**config.mk**
```make
export PLATFORM = sky130hd
export DESIGN_NAME = uart_rx_packet_ctrl_flat
export DESIGN_NICKNAME = d
export VERILOG_FILES = /design/src/rtl/uart_rx_packet_ctrl_pkg.sv /design/src/rtl/uart_rx_packet_ctrl_if.sv /design/src/rtl/uart_rx_packet_ctrl_pkt_buffer.sv /design/src/rtl/uart_rx_packet_ctrl.sv /design/src/flat_wrapper.sv
export SDC_FILE = /design/constraint.sdc
export NUM_CORES = 1
export LEC_CHECK = 0
export BUFFER_PORTS_ARGS = -buffer_cell sky130_fd_sc_hd__buf_2
export CORE_MARGIN = 5
export CORE_UTILIZATION = 61
export CTS_CLUSTER_SIZE = 12
export DETAILED_ROUTE_END_ITERATION = 7
export GPL_TIMING_DRIVEN = 0
export PLACE_DENSITY_LB_ADDON = 0.15
export SLEW_MARGIN = 20
export SYNTH_ARGS = -nofsm -noshare
export SYNTH_HDL_FRONTEND = slang
export SYNTH_SLANG_ARGS = --single-unit
```
**constraint.sdc**
```tcl
create_clock -name clk -period 3.2 [get_ports clk]
set_input_delay 0.48 -clock clk [delete_from_list [all_inputs] [get_ports clk]]
set_output_delay 0.48 -clock clk [all_outputs]
set_load 0.01 [all_outputs]
```
**src/rtl/uart_rx_packet_ctrl_pkg.sv**
```systemverilog
// Shared types and constants for the UART packet framing controller.
//   state_e         : framing FSM states
//   SyncByteDefault : default frame start marker
//   addr_width()    : buffer index width for a given payload capacity
package uart_pkt_pkg;

  typedef enum logic [2:0] {
    StIdle,
    StLen,
    StPayload,
    StChk,
    StHold
  } state_e;

  localparam logic [7:0] SyncByteDefault = 8'hA5;

  // At least one bit wide, so that MAX_LEN == 1 still yields a legal port.
  function automatic int unsigned addr_width(input int unsigned depth);
    return (depth > 1) ? $clog2(depth) : 1;
  endfunction

endpackage

```
**src/rtl/uart_rx_packet_ctrl_if.sv**
```systemverilog
// Bundle between the UART byte source / host logic and the packet controller.
//   master : drives rx_data/rx_ready, pkt_ack and rd_addr; sees packet status
//   slave  : the controller itself
interface uart_rx_packet_ctrl_if
  import uart_pkt_pkg::*;
#(
  parameter int unsigned MAX_LEN = 16
);
  localparam int unsigned AddrW = addr_width(MAX_LEN);

  logic [7:0]       rx_data;
  logic             rx_ready;
  logic             pkt_valid;
  logic [7:0]       pkt_len;
  logic             pkt_ack;
  logic [AddrW-1:0] rd_addr;
  logic [7:0]       rd_data;
  logic             err_chk;
  logic             err_len;
  logic             err_timeout;
  logic             err_overrun;

  modport master (
    output rx_data, rx_ready, pkt_ack, rd_addr,
    input  pkt_valid, pkt_len, rd_data, err_chk, err_len, err_timeout, err_overrun
  );

  modport slave (
    input  rx_data, rx_ready, pkt_ack, rd_addr,
    output pkt_valid, pkt_len, rd_data, err_chk, err_len, err_timeout, err_overrun
  );

endinterface

```
**src/rtl/uart_rx_packet_ctrl_pkt_buffer.sv**
```systemverilog
// Payload store: Depth x 8 register array, one synchronous write port and a
// registered read port (one cycle latency). Contents are not reset.
//   clk, reset : clock, asynchronous active-high reset (read register only)
//   we_i, wr_addr_i, wr_data_i : write port
//   rd_addr_i, rd_data_o       : read port
module pkt_buffer #(
  parameter int unsigned Depth = 16,
  parameter int unsigned AddrW = 4
) (
  input  logic             clk,
  input  logic             reset,
  input  logic             we_i,
  input  logic [AddrW-1:0] wr_addr_i,
  input  logic [7:0]       wr_data_i,
  input  logic [AddrW-1:0] rd_addr_i,
  output logic [7:0]       rd_data_o
);

  logic [7:0] mem_q [Depth];
  logic [7:0] rd_data_q;

  always_ff @(posedge clk) begin
    if (we_i) begin
      mem_q[wr_addr_i] <= wr_data_i;
    end
  end

  // Addresses past Depth (non power-of-two sizes) read as zero.
  always_ff @(posedge clk or posedge reset) begin
    if (reset) begin
      rd_data_q <= 8'h00;
    end else if (32'(rd_addr_i) < Depth) begin
      rd_data_q <= mem_q[rd_addr_i];
    end else begin
      rd_data_q <= 8'h00;
    end
  end

  assign rd_data_o = rd_data_q;

endmodule

```
**src/rtl/uart_rx_packet_ctrl.sv**
```systemverilog
// Framing controller behind a UART receiver: hunts for SYNC, captures a
// length-prefixed payload, verifies an 8-bit additive checksum, enforces an
// inter-byte timeout and holds a good packet until the host acks it.
//   clk, reset : clock, asynchronous active-high reset
//   bus        : slave side of uart_rx_packet_ctrl_if (byte input, packet
//                status, ack, buffer read port, error pulses)
module uart_rx_packet_ctrl
  import uart_pkt_pkg::*;
#(
  parameter logic [7:0]  SYNC_BYTE   = SyncByteDefault,
  parameter int unsigned MAX_LEN     = 16,
  parameter int unsigned TIMEOUT_CYC = 100
) (
  input logic                  clk,
  input logic                  reset,
  uart_rx_packet_ctrl_if.slave bus
);

  localparam int unsigned    AddrW   = addr_width(MAX_LEN);
  localparam int unsigned    TmoW    = $clog2(TIMEOUT_CYC + 1);
  localparam logic [7:0]     MaxLenB = 8'(MAX_LEN);
  localparam logic [TmoW-1:0] TmoLast = TmoW'(TIMEOUT_CYC - 1);

  state_e          state_q;
  logic [7:0]      len_q;
  logic [7:0]      sum_q;
  logic [7:0]      idx_q;
  logic [TmoW-1:0] tmo_q;
  logic            pkt_valid_q;
  logic [7:0]      pkt_len_q;
  logic            err_chk_q;
  logic            err_len_q;
  logic            err_timeout_q;
  logic            err_overrun_q;

  logic active;
  logic tmo_hit;
  logic buf_we;

  always_comb begin
    active  = (state_q == StLen) || (state_q == StPayload) || (state_q == StChk);
    // Fires on the TIMEOUT_CYC-th consecutive idle clock inside a frame.
    tmo_hit = active && !bus.rx_ready && (tmo_q == TmoLast);
    buf_we  = (state_q == StPayload) && bus.rx_ready;
  end

  always_ff @(posedge clk or posedge reset) begin
    if (reset) begin
      state_q       <= StIdle;
      len_q         <= 8'h00;
      sum_q         <= 8'h00;
      idx_q         <= 8'h00;
      tmo_q         <= '0;
      pkt_valid_q   <= 1'b0;
      pkt_len_q     <= 8'h00;
      err_chk_q     <= 1'b0;
      err_len_q     <= 1'b0;
      err_timeout_q <= 1'b0;
      err_overrun_q <= 1'b0;
    end else begin
      err_chk_q     <= 1'b0;
      err_len_q     <= 1'b0;
      err_timeout_q <= 1'b0;
      err_overrun_q <= 1'b0;

      if (!active || bus.rx_ready || tmo_hit) begin
        tmo_q <= '0;
      end else begin
        tmo_q <= tmo_q + 1'b1;
      end

      if (tmo_hit) begin
        err_timeout_q <= 1'b1;
        state_q       <= StIdle;
      end else begin
        unique case (state_q)
          StIdle: begin
            if (bus.rx_ready && (bus.rx_data == SYNC_BYTE)) begin
              state_q <= StLen;
            end
          end
          StLen: begin
            if (bus.rx_ready) begin
              sum_q <= bus.rx_data;
              idx_q <= 8'h00;
              if (bus.rx_data > MaxLenB) begin
                err_len_q <= 1'b1;
                state_q   <= StIdle;
              end else begin
                len_q   <= bus.rx_data;
                state_q <= (bus.rx_data == 8'h00) ? StChk : StPayload;
              end
            end
          end
          StPayload: begin
            if (bus.rx_ready) begin
              sum_q <= sum_q + bus.rx_data;
              idx_q <= idx_q + 8'd1;
              if (idx_q == len_q - 8'd1) begin
                state_q <= StChk;
              end
            end
          end
          StChk: begin
            if (bus.rx_ready) begin
              if (8'(sum_q + bus.rx_data) == 8'h00) begin
                pkt_valid_q <= 1'b1;
                pkt_len_q   <= len_q;
                state_q     <= StHold;
              end else begin
                err_chk_q <= 1'b1;
                state_q   <= StIdle;
              end
            end
          end
          StHold: begin
            // Bytes arriving while a packet is held are dropped, even in
            // the cycle the host acks.
            if (bus.rx_ready) begin
              err_overrun_q <= 1'b1;
            end
            if (bus.pkt_ack) begin
              pkt_valid_q <= 1'b0;
              state_q     <= StIdle;
            end
          end
          default: state_q <= StIdle;
        endcase
      end
    end
  end

  pkt_buffer #(
    .Depth (MAX_LEN),
    .AddrW (AddrW)
  ) u_pkt_buffer (
    .clk       (clk),
    .reset     (reset),
    .we_i      (buf_we),
    .wr_addr_i (idx_q[AddrW-1:0]),
    .wr_data_i (bus.rx_data),
    .rd_addr_i (bus.rd_addr),
    .rd_data_o (bus.rd_data)
  );

  assign bus.pkt_valid   = pkt_valid_q;
  assign bus.pkt_len     = pkt_len_q;
  assign bus.err_chk     = err_chk_q;
  assign bus.err_len     = err_len_q;
  assign bus.err_timeout = err_timeout_q;
  assign bus.err_overrun = err_overrun_q;

endmodule

```
**src/flat_wrapper.sv**
```systemverilog
// flat-port wrapper written by rule: the top's interface ports become plain ports
module uart_rx_packet_ctrl_flat import uart_pkt_pkg::*;
#(
  parameter logic [7:0]  SYNC_BYTE   = SyncByteDefault,
  parameter int unsigned MAX_LEN     = 16,
  parameter int unsigned TIMEOUT_CYC = 100
)
  (clk, reset, bus_rx_data, bus_rx_ready, bus_pkt_ack, bus_rd_addr, bus_pkt_valid, bus_pkt_len, bus_rd_data, bus_err_chk, bus_err_len, bus_err_timeout, bus_err_overrun);
  uart_rx_packet_ctrl_if #(.MAX_LEN(MAX_LEN)) bus_i ();
  input logic clk;
  input logic reset;
  input wire logic [$bits(bus_i.rx_data)-1:0] bus_rx_data;
  input wire logic [$bits(bus_i.rx_ready)-1:0] bus_rx_ready;
  input wire logic [$bits(bus_i.pkt_ack)-1:0] bus_pkt_ack;
  input wire logic [$bits(bus_i.rd_addr)-1:0] bus_rd_addr;
  output wire logic [$bits(bus_i.pkt_valid)-1:0] bus_pkt_valid;
  output wire logic [$bits(bus_i.pkt_len)-1:0] bus_pkt_len;
  output wire logic [$bits(bus_i.rd_data)-1:0] bus_rd_data;
  output wire logic [$bits(bus_i.err_chk)-1:0] bus_err_chk;
  output wire logic [$bits(bus_i.err_len)-1:0] bus_err_len;
  output wire logic [$bits(bus_i.err_timeout)-1:0] bus_err_timeout;
  output wire logic [$bits(bus_i.err_overrun)-1:0] bus_err_overrun;
  assign bus_i.rx_data = bus_rx_data;
  assign bus_i.rx_ready = bus_rx_ready;
  assign bus_i.pkt_ack = bus_pkt_ack;
  assign bus_i.rd_addr = bus_rd_addr;
  assign bus_pkt_valid = bus_i.pkt_valid;
  assign bus_pkt_len = bus_i.pkt_len;
  assign bus_rd_data = bus_i.rd_data;
  assign bus_err_chk = bus_i.err_chk;
  assign bus_err_len = bus_i.err_len;
  assign bus_err_timeout = bus_i.err_timeout;
  assign bus_err_overrun = bus_i.err_overrun;
  uart_rx_packet_ctrl #(.SYNC_BYTE(SYNC_BYTE), .MAX_LEN(MAX_LEN), .TIMEOUT_CYC(TIMEOUT_CYC)) u_core (.clk(clk), .reset(reset), .bus(bus_i));
endmodule
```
==> results.sh, run 1 <==
export IMPL_status="finished clean"
export IMPL_wl_per_cell_um=21.8
export IMPL_cts_buffers=17
export IMPL_antenna_found_initial=0
export IMPL_fp_dieH_um=122
export IMPL_cp_end_kind="register"
export IMPL_synthesis_nets=495
export IMPL_cts_root_buf="clkbuf_16"
export IMPL_ys_top_cells_by_area="edfxtp_1 50%, dfrtp_1 18%, mux4_2 12%"
export IMPL_die_width_um=122
export IMPL_vias_per_cell=6.01
export IMPL_drc=0
export IMPL_holdBufCountCts=0
export IMPL_ys_types=54
export IMPL_finalCriticalPeriod_ns=2.83
export IMPL_drt_pass1_iterations=5
export IMPL_hpwl_um=9890
export IMPL_final_antenna_net_count=0
export IMPL_required_ns=3.26
export IMPL_yosysSeqAreaShare_pct=67.9
export IMPL_num_antenna_cells=0
export IMPL_multiInputGateArea_sq_um=2370
export IMPL_rows=41
export IMPL_syn_inst=465
export IMPL_drv_cap=0
export IMPL_tns_ns=0
export IMPL_core_sq_um=12500
export IMPL_ios=37
export IMPL_fin_skew_ns=0.00570
export IMPL_cts_resized=0
export IMPL_synthesis_area_sq_um=7680
export IMPL_path_clk_slew_ns=0.07
export IMPL_clock_sinks=183
export IMPL_cts_setup_buffers=0
export IMPL_syn_area_per_cell_sq_um=16.5
export IMPL_worstPathMaxFanout=10
export IMPL_initial_core_util_pct=61.6
export IMPL_maxSlewHeadroom_pct=42.6
export IMPL_ys_seq_elements=183
export IMPL_synthSimpleGateAreaFrac_pct=7.62
export IMPL_hold_worst_slack_ns=0.175
export IMPL_synth_compound_gate_area_share_pct=4.04
export IMPL_final_nets=547
export IMPL_regArea_sq_um=5220
export IMPL_synthToLayoutAreaGrowth_pct=13.8
export IMPL_fillers=801
export IMPL_numPortBuffers=33
export IMPL_synth_mux_area_share_pct=13.6
export IMPL_drt_iter0_markers=455
export IMPL_synthXorXnorAreaFrac_pct=2.96
export IMPL_slew_viol_final=0
export IMPL_yosysMostFrequentCell="edfxtp_1"
export IMPL_h_tree_depth=4
export IMPL_clock_path_buffers=2
export IMPL_synth_top_family_by_area="multiplexers"
export IMPL_hold_viol=0
export IMPL_synthAdderAreaFrac_pct=2.38
export IMPL_vias=4216
export IMPL_final_util_pct=70.2
export IMPL_first_global_vias=4344
export IMPL_routed_wl_um=15300
export IMPL_rsz0062_at_grt="false"
export IMPL_grt_util_all_layers_pct=22.6
export IMPL_clk_latency_ns=0.43
export IMPL_ys_flop_type="edfxtp_1"
export IMPL_cp_start_kind="register"
export IMPL_p_leak_nw=3.26
export IMPL_synthArstFlopShare_pct=30.1
export IMPL_drive_above_1_share_pct=24.5
export IMPL_crit_type="register to register"
export IMPL_cts_tree="built"
export IMPL_grt_pass1_wl_um=24100
export IMPL_final_setup_viol_count=0
export IMPL_netlist_area_leader_share_pct=50.0
export IMPL_tightest_slew_ns=0.858
export IMPL_grt_max_degree=56
export IMPL_hp_class="input port to async pin"
export IMPL_gp_congestion=0.786
export IMPL_dieArea_sq_um=14900
export IMPL_gr_total_overflow=0
export IMPL_synth_common_cells="128 x edfxtp_1, 55 x dfrtp_1, 40 x mux4_2, 40 x nor2_1, 31 x nand2_1"
export IMPL_worstPathArrival_ns=2.89
export IMPL_fmax_ghz=0.353
export IMPL_synth_edf_count=128
export IMPL_yosys_area_top_type="edfxtp_1"
export IMPL_vdd_drop_max_mv=0.407
export IMPL_yosys_warnings=0
export IMPL_pwr_density_cell_nw_per_um2=662
export IMPL_fin_crit_sh_pct=88.6
## registers in the layout, summed over array words and instances (netlist names)
| name | count |
|---|---|
| u_core.u_pkt_buffer.mem_q | 128 |
| u_core.state_q | 3 |
| u_core.tmo_q | 7 |
| u_core.bus.err_timeout | 1 |
| u_core.idx_q | 8 |
| u_core.sum_q | 8 |
| u_core.bus.err_len | 1 |
| u_core.bus.err_overrun | 1 |
| u_core.u_pkt_buffer.rd_data_o | 8 |
| u_core.bus.pkt_len | 8 |
| u_core.len_q | 8 |
| u_core.bus.err_chk | 1 |
| u_core.bus.pkt_valid | 1 |
## per-layer routing
layer,vias to the layer above,track usage [%],share of wire (%)
li1,1898,-,-
met1,2169,28.9,39
met2,126,37.8,52
met3,23,5.76,5.6
met4,0,8.05,2.7
met5,-,0,0
## logic make-up after synthesis
family	after synthesis
DFF	183
and+or+nand+nor	118
muxes	53
AOI/OAI and AO/OA	42
buffers and inverters	29
xor gates and xnor gates	26
adders and majority gates	14
## per-stage QoR
step / cell area (sq um) / power, mW / instances / worst slack (ns)
after floorplan: 7680 / 3.33 / 465 / 0.836
after global placement: 8070 / 3.49 / 670 / 0.0808
after CTS: 8750 / 5.81 / 702 / 0.374
after global routing: 8750 / 6.03 / 702 / 0.249
after detailed placement: 8090 / 3.53 / 670 / 0.113
final: 8750 / 5.79 / 702 / 0.365
## cell usage in the layout, fill, tap and decap left out, types with 4 or more instances in the layout
cell	synthesis	layout
edfxtp_1	128	128
dfrtp_1	55	55
nor2_1	40	40
mux4_2	40	40
buf_2	3	36
nand2_1	31	31
clkbuf_16	0	17
xor2_1	14	14
o21ai_0	13	13
ha_1	13	13
inv_1	13	12
xnor2_1	12	12
clkbuf_1	11	12
mux2_2	12	12
nor3_1	11	7
a21oi_1	5	5
a22oi_1	5	5
nand3_1	5	5
bufinv_16	0	5
and2_1	4	4
and3_1	4	4
nor3_2	0	4
## critical path, cell delays in order (launching register included)
cell,delay [ns]
dfrtp_1,0.36
clkbuf_1,0.21
nor4bb_1,0.51
clkbuf_1,0.44
nand2_1,0.25
nor2_1,0.68
## final cells by class
| class | count | area share [%] |
|---|---|---|
| well taps | 172 | 2.46 |
| plain buffers | 16 | 0.730 |
| clock buffers | 19 | 5.06 |
| flip-flops and latches | 183 | 59.7 |
| repair buffers | 33 | 1.89 |
| clock inverters | 13 | 2.47 |
| inverters | 13 | 0.586 |
| multi-input cells | 253 | 27.1 |
## final timing paths
kind,startpoint,endpoint,slack [ns],depth (start not counted)
worst max-delay path,u_core.state_q[2],u_core.u_pkt_buffer.mem_q[5][6],0.37,5
worst min-delay path,reset,u_core.tmo_q[5],0.17,2
worst max register to register,u_core.state_q[2],u_core.u_pkt_buffer.mem_q[5][6],0.37,5
worst min register to register,u_core.tmo_q[0],u_core.tmo_q[0],0.46,1
max in group asynchronous,reset,u_core.bus.err_len,2.57,2
min in group clk,bus_pkt_ack,u_core.state_q[2],0.25,2
## where the power goes
part / leakage (nW) / internal [mW] / switching [mW]
Sequential: 1.88 / 2.63 / 0.0789
Clock: 0.311 / 1.42 / 0.879
Combinational: 1.07 / 0.313 / 0.470
Power figures use the tool's default switching activity.
==> run 2: changes to the inputs <==
CORE_UTILIZATION = 43   (was 61)
SYNTH_HIERARCHICAL = 1   (was unset)
==> run 2 against run 1 <==
Synthesized cell count up 9.7%. Highest routed layer unchanged. Critical path type is now input port to register. Register-to-register slack got worse by 0.06 ns. Critical path depth is 6 higher. Sequential share of layout area is 1.2 points lower.
==> results.sh, run 2 <==
export IMPL_synthesis_area_sq_um=7880
export IMPL_hold_viol=0
export IMPL_finalCriticalPeriod_ns=2.89
export IMPL_yosys_warnings=6
export IMPL_final_setup_viol_count=0
export IMPL_grt_pass1_wl_um=26500
export IMPL_grt_max_degree=32
export IMPL_clock_path_buffers=2
export IMPL_synthArstFlopShare_pct=30.1
export IMPL_fin_area_sq_um=8930
export IMPL_pwr_density_cell_nw_per_um2=625
export IMPL_ios=37
export IMPL_yosysSeqAreaShare_pct=66.3
export IMPL_placed_cell_area_sq_um=8380
export IMPL_gp_congestion=0.808
export IMPL_required_ns=3.51
export IMPL_wl_per_cell_um=20.7
export IMPL_syn_inst=510
export IMPL_rows=49
export IMPL_synthesis_nets=537
export IMPL_mostFrequentLayoutCells="128 x edfxtp_1, 55 x dfrtp_1, 41 x nor2_1, 39 x buf_2, 34 x nand2_1"
export IMPL_cp_start_kind="input port"
export IMPL_hp_class="input port to async pin"
export IMPL_synth_edf_count=128
export IMPL_regMostFlops="u_core/u_pkt_buffer/mem_q"
export IMPL_synthToLayoutAreaGrowth_pct=13.4
export IMPL_drive_above_1_share_pct=20.6
export IMPL_ys_top_cells_by_area="edfxtp_1 49%, dfrtp_1 17%, mux4_2 5.1%"
export IMPL_status="finished clean"
export IMPL_worstPathMaxFanout=21
export IMPL_ys_seq_elements=183
export IMPL_drv_cap=0
export IMPL_initial_core_util_pct=43.7
export IMPL_total_power_mw=5.59
export IMPL_dieArea_sq_um=21100
export IMPL_synth_common_cells="128 x edfxtp_1, 55 x dfrtp_1, 44 x nor2_1"
export IMPL_syn_area_per_cell_sq_um=15.4
export IMPL_final_common_cell="edfxtp_1"
export IMPL_vias_per_cell=5.58
export IMPL_crit_type="input port to register"
export IMPL_ys_types=57
export IMPL_maxSlewHeadroom_pct=42.3
export IMPL_fmax_ghz=0.346
export IMPL_drt_pass1_iterations=5
export IMPL_r2r_start="u_core/state_q[1]"
export IMPL_rsz0062_at_grt="false"
export IMPL_p_leak_nw=3.35
export IMPL_first_global_vias=4673
export IMPL_routed_wl_um=16700
export IMPL_hpwl_um=10900
export IMPL_clk_latency_ns=0.43
export IMPL_vias=4507
export IMPL_clock_sinks=183
export IMPL_cp_end_kind="register"
export IMPL_vdd_drop_max_mv=0.363
export IMPL_fp_dieH_um=145
export IMPL_rrSetupSlack_ns=0.31
export IMPL_cts_root_buf="clkbuf_16"
export IMPL_fin_skew_ns=0.00915
export IMPL_largest_reg_flops=128
export IMPL_ys_flop_type="edfxtp_1"
export IMPL_tns_ns=0
export IMPL_drt_iter0_markers=285
export IMPL_final_nets=592
export IMPL_tightest_slew_ns=0.863
export IMPL_path_clk_slew_ns=0.07
export IMPL_yosys_area_top_type="edfxtp_1"
export IMPL_fin_crit_sh_pct=90.4
export IMPL_die_width_um=145
export IMPL_slew_viol_final=0
export IMPL_drc=0
export IMPL_yosysMostFrequentCell="edfxtp_1"
export IMPL_num_antenna_cells=0
export IMPL_hold_worst_slack_ns=0.0122
export IMPL_h_tree_depth=4
export IMPL_numPortBuffers=35
export IMPL_grt_util_all_layers_pct=16.1
export IMPL_final_antenna_net_count=0
export IMPL_antenna_found_initial=0
export IMPL_worstPathArrival_ns=3.20
export IMPL_cts_buffers=17
export IMPL_core_sq_um=18000
export IMPL_gr_total_overflow=0
export IMPL_netlist_area_leader_share_pct=48.8
export IMPL_cts_tree="built"
export IMPL_crit_start="bus_rx_data[0]"
==> run 2: changes by cell type in the layout (fill, tap and decap cells not counted), moves of 4 or more <==
cell,previous run,this run
mux4_1,0,14
a21oi_1,5,12
bufinv_16,5,0
mux2_2,12,2
o21ai_1,0,5
xnor2_1,12,16
buf_6,0,4
mux4_2,40,18
xor2_1,14,9
mux2_4,0,8
a22oi_1,5,17
==> run 2: repair_timing <==
item / CTS / global route
endpoints found under the setup margin: 0 / 24
buffers inserted: 0 / 0
gates resized for setup: 0 / 4
hold endpoints to repair: 0 / 0
hold buffers: 0 / 0
==> run 2: worst max-delay path, cell delays in order <==
cell       delay [ns]
buf_2            0.36
ha_1             0.30
inv_1            0.07
fa_1             0.45
nor2b_4          0.15
o31ai_1          0.10
a211oi_2         0.27
nor4b_2          0.31
nand4bb_1        0.20
buf_6            0.20
mux2_4           0.30
==> run 2: path summary, 6_finish.rpt <==
| path | end | cells past startpoint |
|---|---|---|
| worst max-delay path | u_core/bus.pkt_len[3] | 11 |
| worst min-delay path | u_core/u_pkt_buffer/rd_data_o[6] | 2 |
| min in group clk | u_core/state_q[2] | 2 |
| worst min register to register | u_core/tmo_q[0] | 1 |
| max in group asynchronous | u_core/tmo_q[4] | 3 |
| worst max register to register | u_core/u_pkt_buffer/mem_q[2][7] | 5 |
==> run 2: layout make-up <==
| cell class | count | area [sq um] |
|---|---|---|
| inverter | 16 | 60.1 |
| buffer | 20 | 133 |
| tap | 229 | 287 |
| sequential | 183 | 5220 |
| clock buffer | 20 | 447 |
| fill | 1569 | 9090 |
| clock inverter | 12 | 95.1 |
| timing repair buffer | 36 | 195 |
| multi-input combinational | 291 | 2500 |
==> run 2: stage by stage <==
step | cells | setup WS, ns | util, %
5_1_grt | 807 | 0.136 | 49.6
3_5_place_dp | 775 | -0.119 | 46.5
3_3_place_gp | 774 | -0.277 | 46.3
4_1_cts | 807 | 0.103 | 49.5
2_1_floorplan | 510 | 0.519 | -
6_report | 807 | 0.308 | 49.6
==> run 2: cell families (layout without fill, tap and decap cells) <==
| logic type | after synthesis | after routing | synth area share [%] |
|---|---|---|---|
| xor gates and xnor gates | 25 | 25 | 2.78 |
| adders and majority gates | 11 | 11 | 1.84 |
| and+or+nand+nor | 138 | 138 | 8.74 |
| AOI/OAI and AO/OA | 74 | 74 | 6.13 |
| DFF | 183 | 183 | 66.3 |
| muxes | 43 | 43 | 11.8 |
| buffers and inverters | 36 | 104 | 2.45 |
==> run 2: where the power goes <==
group | total (mW) | switching [mW] | internal [mW]
Sequential | 2.72 | 0.0962 | 2.63
Combinational | 0.935 | 0.527 | 0.408
Clock | 1.93 | 0.900 | 1.03
==> run 2: per-layer routing <==
layer / routed length [um] / share of wire [%] / track usage, %
met1: 7480 / 45 / 22.0
met2: 8400 / 50 / 26.9
met3: 590 / 3.5 / 2.93
met4: 206 / 1.2 / 4.43
met5: 0 / 0 / 0
==> run 3: changes to the inputs <==
SYNTH_HIERARCHICAL = unset   (was 1)
==> run 3 against run 2 <==
Non-clock buffer count decreased by 5. Wire length down 5.6%. Setup slack better by 0.0055 ns. Maximum frequency grew 0.19%. Power shrank 2.6%. First-iteration DRC count is 7.0% lower. Combinational power shrank 16%. Cell area down 2.2%. Count of clock-buffer cells in the layout is 1 higher. Register-to-register slack about the same. Core utilization rose by 0.60 points. Critical path type is now register to register. Critical endpoint is now u_core.u_pkt_buffer.mem_q[8][2]. Largest power group unchanged. Highest routed layer unchanged.
==> results.sh, run 3 (synthesized netlist as in run 1, its figures left out) <==
export IMPL_final_util_pct=50.2
export IMPL_rows=48
export IMPL_crit_type="register to register"
export IMPL_hold_worst_slack_ns=0.258
export IMPL_drt_pass1_iterations=5
export IMPL_rsz0062_at_grt="false"
export IMPL_r2r_end="u_core.u_pkt_buffer.mem_q[8][2]"
export IMPL_hold_path_startpoint="bus_pkt_ack"
export IMPL_clk_latency_ns=0.43
export IMPL_drc=0
export IMPL_vias=4103
export IMPL_final_common_cell="edfxtp_1"
export IMPL_initial_core_util_pct=44.1
export IMPL_final_antenna_net_count=0
export IMPL_num_antenna_cells=0
export IMPL_dieArea_sq_um=20600
export IMPL_worstPathArrival_ns=2.93
export IMPL_numPortBuffers=33
export IMPL_slew_viol_final=0
export IMPL_first_global_vias=4270
export IMPL_synthToLayoutAreaGrowth_pct=13.7
export IMPL_vias_per_cell=5.42
export IMPL_cts_tree="built"
export IMPL_die_width_um=144
export IMPL_finalCriticalPeriod_ns=2.89
export IMPL_cts_buffers=17
export IMPL_grt_util_all_layers_pct=16.6
export IMPL_vdd_drop_max_mv=0.414
export IMPL_cts_setup_buffers=0
export IMPL_fin_crit_sh_pct=90.2
export IMPL_clock_path_buffers=2
export IMPL_h_tree_depth=4
export IMPL_rr_worst_depth=5
export IMPL_regArea_sq_um=5220
export IMPL_worstPathMaxFanout=10
export IMPL_largest_reg_flops=128
export IMPL_grt_pass1_wl_um=24900
export IMPL_fillers=1509
export IMPL_multiInputGateArea_sq_um=2370
export IMPL_final_nets=549
export IMPL_grt_max_degree=55
export IMPL_antenna_found_initial=0
export IMPL_drive_above_1_share_pct=24.1
export IMPL_rrSetupSlack_ns=0.31
export IMPL_hp_class="input port to register"
export IMPL_path_clk_slew_ns=0.06
export IMPL_gp_congestion=0.756
export IMPL_p_leak_nw=3.22
export IMPL_status="finished clean"
export IMPL_crit_start="u_core.state_q[2]"
export IMPL_cts_resized=0
export IMPL_maxSlewHeadroom_pct=36.4
export IMPL_routed_wl_um=15700
export IMPL_wl_per_cell_um=20.8
export IMPL_cp_start_kind="register"
export IMPL_r2r_start="u_core.state_q[2]"
export IMPL_drv_cap=0
export IMPL_endpoint="u_core.u_pkt_buffer.mem_q[8][2]"
export IMPL_cp_end_kind="register"
export IMPL_mostFrequentLayoutCells="128 x edfxtp_1, 55 x dfrtp_1, 40 x nor2_1, 40 x mux4_2, 36 x buf_2"
export IMPL_regMostFlops="u_core.u_pkt_buffer.mem_q"
export IMPL_gr_total_overflow=0
export IMPL_hold_viol=0
export IMPL_clock_sinks=183
export IMPL_fp_dieH_um=144
export IMPL_hpwl_um=10600
export IMPL_fmax_ghz=0.346
export IMPL_final_setup_viol_count=0
export IMPL_total_power_mw=5.44
export IMPL_pwr_density_cell_nw_per_um2=623
export IMPL_core_sq_um=17400
export IMPL_required_ns=3.24
export IMPL_ios=37
export IMPL_fin_skew_ns=0.0128
export IMPL_tightest_slew_ns=0.950
export IMPL_cts_root_buf="clkbuf_16"
export IMPL_drt_iter0_markers=265
run 3: stage by stage:
step,setup TNS [ns],cell area [sq um],setup slack (ns),cells
2_1_floorplan,0,7680,0.836,465
3_3_place_gp,-2.23,8130,-0.0983,723
3_5_place_dp,0,8180,0.121,724
4_1_cts,0,8740,0.227,757
5_1_grt,0,8740,0.0455,757
6_report,0,8740,0.313,757
run 3: final cells by class:
| type | count | area share, % |
|---|---|---|
| Inverter | 13 | 0.587 |
| Sequential cell | 183 | 59.8 |
| Multi-Input combinational cell | 253 | 27.2 |
| Clock inverter | 11 | 1.19 |
| Timing Repair Buffer | 35 | 2.32 |
| Buffer | 16 | 0.730 |
| Clock buffer | 21 | 5.04 |
| Tap cell | 225 | 3.22 |
run 3: how the worst min path moves through the flow:
stage	to	slack [ns]	cells past startpoint
after floorplan	u_core.tmo_q[0]	0.42	1
after global placement	u_core.tmo_q[0]	0.44	1
after detailed placement	u_core.bus.err_overrun	0.35	2
after CTS	u_core.state_q[2]	0.24	2
after global routing	u_core.state_q[2]	0.26	2
final	u_core.state_q[2]	0.26	2
run 3: per-layer routing:
layer | GRT usage [%] | vias to the layer above | part of all wire (%)
met5 | 0 | - | 0
met4 | 4.61 | 0 | 0.51
met3 | 3.63 | 6 | 4.1
met2 | 28.3 | 62 | 52
met1 | 21.6 | 2136 | 44
li1 | - | 1899 | -
run 3: worst max-delay path: stages, from the launching register on:
cell	delay, ns
dfrtp_1	0.35
clkbuf_1	0.20
nor4bb_1	0.58
clkbuf_1	0.40
nand2_1	0.22
nor2_1	0.75
run 3: power by group:
| group | switching, mW | internal [mW] | total (mW) | leakage (nW) |
|---|---|---|---|---|
| clock network | 0.872 | 1.08 | 1.95 | 0.256 |
| logic | 0.468 | 0.316 | 0.784 | 1.09 |
| registers | 0.0773 | 2.63 | 2.71 | 1.88 |
run 3: what timing repair did:
action,CTS,global route
endpoints found under the hold margin,1,0
endpoints found under the setup margin,0,0
hold buffers,1,0
